`config.mk`:
```
export PLATFORM = sky130hd
export DESIGN_NAME = cp0_regfile_flat
export DESIGN_NICKNAME = d
export VERILOG_FILES = /design/src/rtl/cp0_regfile_if.sv /design/src/rtl/cp0_regfile.sv /design/src/flat_wrapper.sv
export SDC_FILE = /design/constraint.sdc
export NUM_CORES = 1
export LEC_CHECK = 0
export CORE_ASPECT_RATIO = 0.75
export CORE_UTILIZATION = 50
export DETAILED_ROUTE_END_ITERATION = 7
export DONT_BUFFER_PORTS = 1
export GPL_TIMING_DRIVEN = 0
export PLACE_DENSITY = 0.74
export SETUP_SLACK_MARGIN = 0.15
export SLEW_MARGIN = 20
export SYNTH_ARGS = -nofsm -noshare
export SYNTH_HDL_FRONTEND = slang
export SYNTH_SLANG_ARGS = --single-unit
```
`constraint.sdc`:
```
create_clock -name clk -period 5.17 [get_ports clk]
set_clock_uncertainty 0.15 [all_clocks]
set_input_delay 0 -clock clk [delete_from_list [all_inputs] [get_ports clk]]
set_output_delay 0 -clock clk [all_outputs]
set_load 0.02 [all_outputs]
```
`src/rtl/cp0_regfile_if.sv`:
```
// CP0 register file bus: W-stage control word, selects and operands in,
// read data, EPC/Status/Cause and interrupt request out.
interface cp0_regfile_if;
  logic [15:0] cp0_ctrl;
  logic        cp0_dsel;
  logic [2:0]  cp0_osel;
  logic [31:0] wdata;
  logic [31:0] pc_W;
  logic [31:0] mem_addr_W;
  logic [5:0]  hw_int;
  logic [31:0] rdata;
  logic [31:0] epc;
  logic [31:0] status;
  logic [31:0] cause;
  logic        int_req;

  modport master (
    output cp0_ctrl, cp0_dsel, cp0_osel, wdata, pc_W, mem_addr_W, hw_int,
    input  rdata, epc, status, cause, int_req
  );

  modport slave (
    input  cp0_ctrl, cp0_dsel, cp0_osel, wdata, pc_W, mem_addr_W, hw_int,
    output rdata, epc, status, cause, int_req
  );
endinterface

```
`src/rtl/cp0_regfile.sv`:
```
// Coprocessor-0 register file: BadVAddr, Count, Compare, Status, Cause, EPC.
// Define CP0_TIMER_INT_EN to enable the Count/Compare timer interrupt (TI/IP7).
module cp0_regfile #(
  parameter int          COUNT_DIV  = 2,
  parameter logic [31:0] STATUS_RST = 32'h0040_0000
) (
  input logic          clk,
  input logic          rst,
  cp0_regfile_if.slave bus
);

  localparam logic TICK_LAST = (COUNT_DIV == 2) ? 1'b1 : 1'b0;

  logic       compareWden, countWden, cp0Choice, badaddrWden, badaddrChoice;
  logic       statusWden, exlChoice, exlWden, bdWden, bdChoice, ip10Wden;
  logic       excCodeWden, epcWden;
  logic [2:0] excCodeChoice;

  assign {compareWden, countWden, cp0Choice, badaddrWden, badaddrChoice,
          statusWden, exlChoice, exlWden, bdWden, bdChoice, ip10Wden,
          excCodeWden, excCodeChoice, epcWden} = bus.cp0_ctrl;

  logic [7:0]  im_q, im_d;
  logic        exl_q, exl_d;
  logic        ie_q, ie_d;
  logic        bd_q, bd_d;
  logic        ti_q, ti_d;
  logic [5:0]  ipHi_q, ipHi_d;
  logic [1:0]  ipLo_q, ipLo_d;
  logic [4:0]  excCode_q, excCode_d;
  logic [31:0] epc_q, epc_d;
  logic [31:0] badVAddr_q, badVAddr_d;
  logic [31:0] count_q, count_d;
  logic        tick_q, tick_d;
  logic [31:0] compare_q, compare_d;

  // Status: an exception/ERET EXL update overrides the MTC0 EXL bit.
  always_comb begin
    im_d  = im_q;
    exl_d = exl_q;
    ie_d  = ie_q;
    if (statusWden) begin
      im_d  = bus.wdata[15:8];
      exl_d = bus.wdata[1];
      ie_d  = bus.wdata[0];
    end
    if (exlWden)
      exl_d = exlChoice;
  end

  always_comb begin
    bd_d      = bdWden ? bdChoice : bd_q;
    ipLo_d    = ip10Wden ? bus.wdata[9:8] : ipLo_q;
`ifdef CP0_TIMER_INT_EN
    ipHi_d    = {bus.hw_int[5] | ti_q, bus.hw_int[4:0]};
`else
    ipHi_d    = bus.hw_int;
`endif
    excCode_d = excCode_q;
    if (excCodeWden) begin
      case (excCodeChoice)
        3'b001:  excCode_d = 5'h04;
        3'b010:  excCode_d = 5'h05;
        3'b011:  excCode_d = 5'h08;
        3'b100:  excCode_d = 5'h09;
        3'b101:  excCode_d = 5'h0A;
        3'b110:  excCode_d = 5'h0C;
        3'b111:  excCode_d = 5'h00;
        default: excCode_d = excCode_q;
      endcase
    end
  end

  // EPC: an exception write wins over an MTC0 write on the same word.
  always_comb begin
    epc_d = epc_q;
    if (epcWden) begin
      if (cp0Choice)
        epc_d = bdChoice ? (bus.pc_W - 32'd4) : bus.pc_W;
      else if (bus.cp0_dsel)
        epc_d = bus.wdata;
    end
    badVAddr_d = badVAddr_q;
    if (badaddrWden)
      badVAddr_d = badaddrChoice ? bus.mem_addr_W : bus.pc_W;
  end

  // Count prescaler: a software write restarts the divide phase.
  always_comb begin
    count_d = count_q;
    tick_d  = (tick_q == TICK_LAST) ? 1'b0 : ~tick_q;
    if (countWden) begin
      count_d = bus.wdata;
      tick_d  = 1'b0;
    end else if (tick_q == TICK_LAST) begin
      count_d = count_q + 32'd1;
    end
    compare_d = compareWden ? bus.wdata : compare_q;
  end

  always_comb begin
    ti_d = 1'b0;
`ifdef CP0_TIMER_INT_EN
    if (compareWden)
      ti_d = 1'b0;
    else if (count_q == compare_q)
      ti_d = 1'b1;
    else
      ti_d = ti_q;
`endif
  end

  always_ff @(posedge clk or posedge rst) begin
    if (rst) begin
      im_q       <= STATUS_RST[15:8];
      exl_q      <= STATUS_RST[1];
      ie_q       <= STATUS_RST[0];
      bd_q       <= 1'b0;
      ti_q       <= 1'b0;
      ipHi_q     <= '0;
      ipLo_q     <= '0;
      excCode_q  <= '0;
      epc_q      <= '0;
      badVAddr_q <= '0;
      count_q    <= '0;
      tick_q     <= 1'b0;
      compare_q  <= '0;
    end else begin
      im_q       <= im_d;
      exl_q      <= exl_d;
      ie_q       <= ie_d;
      bd_q       <= bd_d;
      ti_q       <= ti_d;
      ipHi_q     <= ipHi_d;
      ipLo_q     <= ipLo_d;
      excCode_q  <= excCode_d;
      epc_q      <= epc_d;
      badVAddr_q <= badVAddr_d;
      count_q    <= count_d;
      tick_q     <= tick_d;
      compare_q  <= compare_d;
    end
  end

  logic [31:0] statusVal, causeVal;
  logic [7:0]  ipAll;

  assign ipAll     = {ipHi_q, ipLo_q};
  assign statusVal = {9'b0, 1'b1, 6'b0, im_q, 6'b0, exl_q, ie_q};
  assign causeVal  = {bd_q, ti_q, 14'b0, ipAll, 1'b0, excCode_q, 2'b0};

  always_comb begin
    case (bus.cp0_osel)
      3'b000:  bus.rdata = epc_q;
      3'b001:  bus.rdata = statusVal;
      3'b010:  bus.rdata = causeVal;
      3'b011:  bus.rdata = badVAddr_q;
      3'b100:  bus.rdata = count_q;
      3'b101:  bus.rdata = compare_q;
      default: bus.rdata = 32'h0;
    endcase
  end

  assign bus.epc     = epc_q;
  assign bus.status  = statusVal;
  assign bus.cause   = causeVal;
  assign bus.int_req = ie_q & ~exl_q & (|(ipAll & im_q));

endmodule

```
`src/flat_wrapper.sv`:
```
// flat-port wrapper written by rule: the top's interface ports become plain ports
module cp0_regfile_flat 
#(
  parameter int          COUNT_DIV  = 2,
  parameter logic [31:0] STATUS_RST = 32'h0040_0000
)
  (clk, rst, bus_cp0_ctrl, bus_cp0_dsel, bus_cp0_osel, bus_wdata, bus_pc_W, bus_mem_addr_W, bus_hw_int, bus_rdata, bus_epc, bus_status, bus_cause, bus_int_req);
  cp0_regfile_if bus_i ();
  input logic clk;
  input logic rst;
  input wire logic [$bits(bus_i.cp0_ctrl)-1:0] bus_cp0_ctrl;
  input wire logic [$bits(bus_i.cp0_dsel)-1:0] bus_cp0_dsel;
  input wire logic [$bits(bus_i.cp0_osel)-1:0] bus_cp0_osel;
  input wire logic [$bits(bus_i.wdata)-1:0] bus_wdata;
  input wire logic [$bits(bus_i.pc_W)-1:0] bus_pc_W;
  input wire logic [$bits(bus_i.mem_addr_W)-1:0] bus_mem_addr_W;
  input wire logic [$bits(bus_i.hw_int)-1:0] bus_hw_int;
  output wire logic [$bits(bus_i.rdata)-1:0] bus_rdata;
  output wire logic [$bits(bus_i.epc)-1:0] bus_epc;
  output wire logic [$bits(bus_i.status)-1:0] bus_status;
  output wire logic [$bits(bus_i.cause)-1:0] bus_cause;
  output wire logic [$bits(bus_i.int_req)-1:0] bus_int_req;
  assign bus_i.cp0_ctrl = bus_cp0_ctrl;
  assign bus_i.cp0_dsel = bus_cp0_dsel;
  assign bus_i.cp0_osel = bus_cp0_osel;
  assign bus_i.wdata = bus_wdata;
  assign bus_i.pc_W = bus_pc_W;
  assign bus_i.mem_addr_W = bus_mem_addr_W;
  assign bus_i.hw_int = bus_hw_int;
  assign bus_rdata = bus_i.rdata;
  assign bus_epc = bus_i.epc;
  assign bus_status = bus_i.status;
  assign bus_cause = bus_i.cause;
  assign bus_int_req = bus_i.int_req;
  cp0_regfile #(.COUNT_DIV(COUNT_DIV), .STATUS_RST(STATUS_RST)) u_core (.clk(clk), .rst(rst), .bus(bus_i));
endmodule
```
==> summary by stage <==
Setup path
The category of the worst setup path launch point is an input port. The critical path's largest stage delay is 0.63 ns. For the worst setup path, the data required time is 5.34 ns.

The endpoint type of the worst setup path is a flip-flop. The critical path in this run is classified as in2reg. The slowest stage of the critical path belongs to the cell dlygate4sd3_1. The critical path goes through dlygate4sd3_1 > inv_1 > ha_1 > nor4bb_1 > buf_2 > nand4_1 > or3b_1 > xor2_1 > dlygate4sd3_1 > o21ai_1 > dlygate4sd3_1. The worst path arrival time is 3.41 ns. Along the worst path, the maximum fanout reaches 7. The cell that appears most often on the critical path is dlygate4sd3_1.

Floorplan
The height of the chip is 118 um. The number of rows created at floorplan is 41. The standard cell core area is 17100 um2.

In this run the horizontal extent of the chip is 156 um. The die covers 18300 um2. The total I/O pin count is 253.

The initial utilization of the core area, before any placement, comes to 51.9%.

Global routing
Global routing finished with a remaining overflow of 0. The largest net degree at the start of global routing is 82. The number of global-route vias before repair came to 8447. Global routing used 36.6% of the available tracks across all layers.

The number of antenna violations at the first check in global routing was 0. The wire length of the first global-routing pass is 49.7 mm.

Run status
The run finished, with violations left. The final reports fail on negative hold slack.

Cells and area
The area occupied by registers is 3800 um2. The ratio of cells with drive above 1 in the final layout is 13.3%. The finished layout cell area is 11900 um2. Excluding fillers, the count of instances in the completed layout stands at 1426. In the final layout, the multi-input gates occupy 4600 um2. The total number of nets in the final design is 1304. After filler insertion, the fill cell instance count of the layout stands at 1300. The relative area change from synthesis to final layout is 33.6%. The number of antenna diodes in the final layout is 0.

Synth
The count of unique library cells instantiated by Yosys is 59. The count of mapped cells out of synthesis is 934. The sequential share of the synthesized area is 42.7%. For this run, asynchronously set or reset flops after synthesis account for 100%. The count of warnings emitted by yosys is 0. The count of flip-flops with a built-in enable after synthesis is 0.

Counting flops and latches in the post-synthesis netlist gives 152. Summing every instance area after synthesis gives 8900 um2. The average cell area after synthesis is 9.53 um2.

The most used flip-flop cell after synthesis is dfrtp_1.

Clock network
The TritonCTS clock tree is yes. The buffer depth of the longest clock path is 2. Clock tree synthesis found a total of 152 sinks.

The number of cells upsized or downsized after cts is 0. The clock buffer count from CTS is 17. The H-tree level count is 4. The root buffer cell is clkbuf_16.

The clock-pin slew on the worst setup and hold paths is 0.06 ns. The latest clock arrival within the worst-skew pair is 0.44 ns.

Route
Detailed routing inserted a total of 8595 vias. The mean number of vias per cell is 6.03. The pre-antenna-repair detailed-routing pass consisted of 6 iterations. The final routed wirelength across all metal layers is 32.9 mm. The detail route stage leaves a number of antenna-violating nets equal to 0. The number of design rule violations left after detail routing is 0. Dividing the detail-routed wire length by the instance count gives 23.1 um. The number of DRC markers in iteration 0 is 918.

STA
At the pin with the least slew margin, the transition time is 0.934 ns. Setup repair after global routing left no endpoint under its margin. Derived from the worst setup path, the maximum achievable clock frequency is 308 MHz. The setup TNS is 0 ns. The clock period could shrink to 3.24 ns. The number of hold violations in the final report was 44. The number of endpoints failing setup at the final stage is 0. The worst slew slack as a fraction of its limit is 37.2%. The worst hold slack is -0.0218 ns. The count of final max-slew check failures is 0. The ratio of final minimum period to clock period is 62.7%.

Placed design
The congestion estimate from routability-driven global placement came to 0.952. Summed over all nets, the half-perimeter wirelength after detailed placement is 22.5 mm. Buffers placed on the I/O ports in this run total 0.

The cell total after placement is 1210. In this run the cell area measured after placement is 9380 um2.

Hold path
In this run the worst hold path is classified as in2async.

Power
VDD sags by at most 0.000229 V. The design draws 3.69 mW. The total power per unit cell area is 310 nW/um2. For this design the static power due to leakage is 4.95 nW.

Run
The number of max-cap violations is 0.
[Yosys cell counts (5+ instances only)]
master    instances  area share (%)
xnor2_1          29             2.9
o21ai_1          24             1.3
nand3_1          16            0.90
nor3_1            9            0.51
buf_1             6            0.25
nor4_1            9            0.63
nor3_2            5            0.56
mux2_2           57             7.2
clkbuf_1         43             1.8
buf_4            44             3.7
dfrtp_1         152              43
inv_1            14            0.59
nor2b_1           6            0.42
nand4_1          18             1.3
o21ai_0          71             4.0
a221oi_1          6            0.59
mux2i_1          59             6.6
xor2_1           28             2.8
a21oi_1          73             4.1
nor3b_1          17             1.4
nor2_1           70             3.0
nand2_1          85             3.6
buf_2             5            0.28
a22oi_1          24             2.0
[placed cells by master, fill, tap and decap left out, types with 4 or more instances in the layout]
master           n
xor2_1          28
a221oi_1         6
a211oi_1         4
nor3b_1         17
buf_2            5
a22oi_1         24
nor2_1          70
o21ai_1         24
a21oi_1         73
nor2b_1          6
nor4_1           9
nand2_1         85
a21o_1           4
dlygate4sd3_1  185
nor3_1           9
xnor2_1         29
o21ai_0         71
nor3_2           5
or3_1            4
mux2_2          57
bufinv_16        5
mux2i_1         59
buf_1            6
clkbuf_1        45
or4_1            4
nand4_1         18
clkbuf_16       17
conb_1          41
dfrtp_1        152
buf_4           44
nand3_1         16
clkbuf_8         5
inv_1           13
[worst paths after layout]
check / startpoint / endpoint / slack [ns] / cells past startpoint
setup / recovery: bus_pc_W[3] / u_core.bus.epc[26] / 1.93 / 11
hold / removal: rst / u_core.badVAddr_q[13] / -0.02 / 2
setup reg to reg: u_core.tick_q / u_core.count_q[23] / 2.38 / 7
hold reg to reg: u_core.compare_q[18] / u_core.compare_q[18] / 0.35 / 1
max in group asynchronous: rst / u_core.badVAddr_q[3] / 4.12 / 3
min in group clk: bus_pc_W[14] / u_core.bus.epc[20] / 0.06 / 6
[final cells by class]
type                            count  share of cell area, %
Sequential cell                   152                   32.0
Clock buffer                       24                   4.22
Tap cell                          236                   2.48
Multi-Input combinational cell    705                   38.7
Inverter                           14                  0.505
Timing Repair Buffer              186                   15.8
Clock inverter                      7                   1.37
Buffer                            102                   4.96
[layer usage]
metal  share of wire (%)  track usage, %
met1                  40            49.9
met2                  43            53.7
met3                  13            12.0
met4                 4.1            14.2
met5                   0               0
[registers in the layout, summed over array words and instances, names as in the netlist]
signal	count
u_core.badVAddr_q	32
u_core.bd_q	1
u_core.bus.epc	32
u_core.compare_q	32
u_core.count_q	32
u_core.excCode_q	4
u_core.exl_q	1
u_core.ie_q	1
u_core.im_q	8
u_core.ipHi_q	6
u_core.ipLo_q	2
u_core.tick_q	1
[repair_timing]
item	in CTS	in global routing
endpoints found under the hold margin	303	0
buffers inserted	0	0
hold buffers	185	0
[per-stage QoR]
stage	setup slack, ns	hold WS (ns)	utilization (%)
after CTS	2.00	0.00243	69.4
final	1.93	-0.0218	69.4
after global placement	-0.811	-0.119	54.5
after floorplan	0.927	-0.119	-
after global routing	1.71	0.0447	69.4
after detailed placement	2.83	-0.203	54.7
[where the power goes]
part | leakage (nW) | internal [mW] | switching, mW
Sequential | 1.79 | 1.31 | 0.209
Combinational | 2.84 | 0.334 | 0.405
Clock | 0.323 | 0.918 | 0.509
Total | 4.95 | 2.57 | 1.12
[cells by family (layout without fill, tap and decap cells)]
kind of cell	Yosys count	after routing	share of synthesized area (%)
AND/OR/NAND/NOR	261	261	15.0
multiplexers	119	119	14.6
AO/OA/AOI/OAI	225	225	14.5
flip-flops	152	152	42.7
adder cells (fa/ha/maj)	2	2	0.281
buffers and inverters	116	333	7.21
XOR/XNOR	57	57	5.61
other	2	41	0.0844
[critical path, delay by kind of cell]
kind                       cells  cell delay (ns)
xor gates and xnor gates       1             0.17
AOI/OAI and AO/OA              1             0.06
adders and majority gates      1             0.16
and+or+nand+nor                3             0.89
buffers and inverters          5             2.13
(Power assumes the default switching activity.)
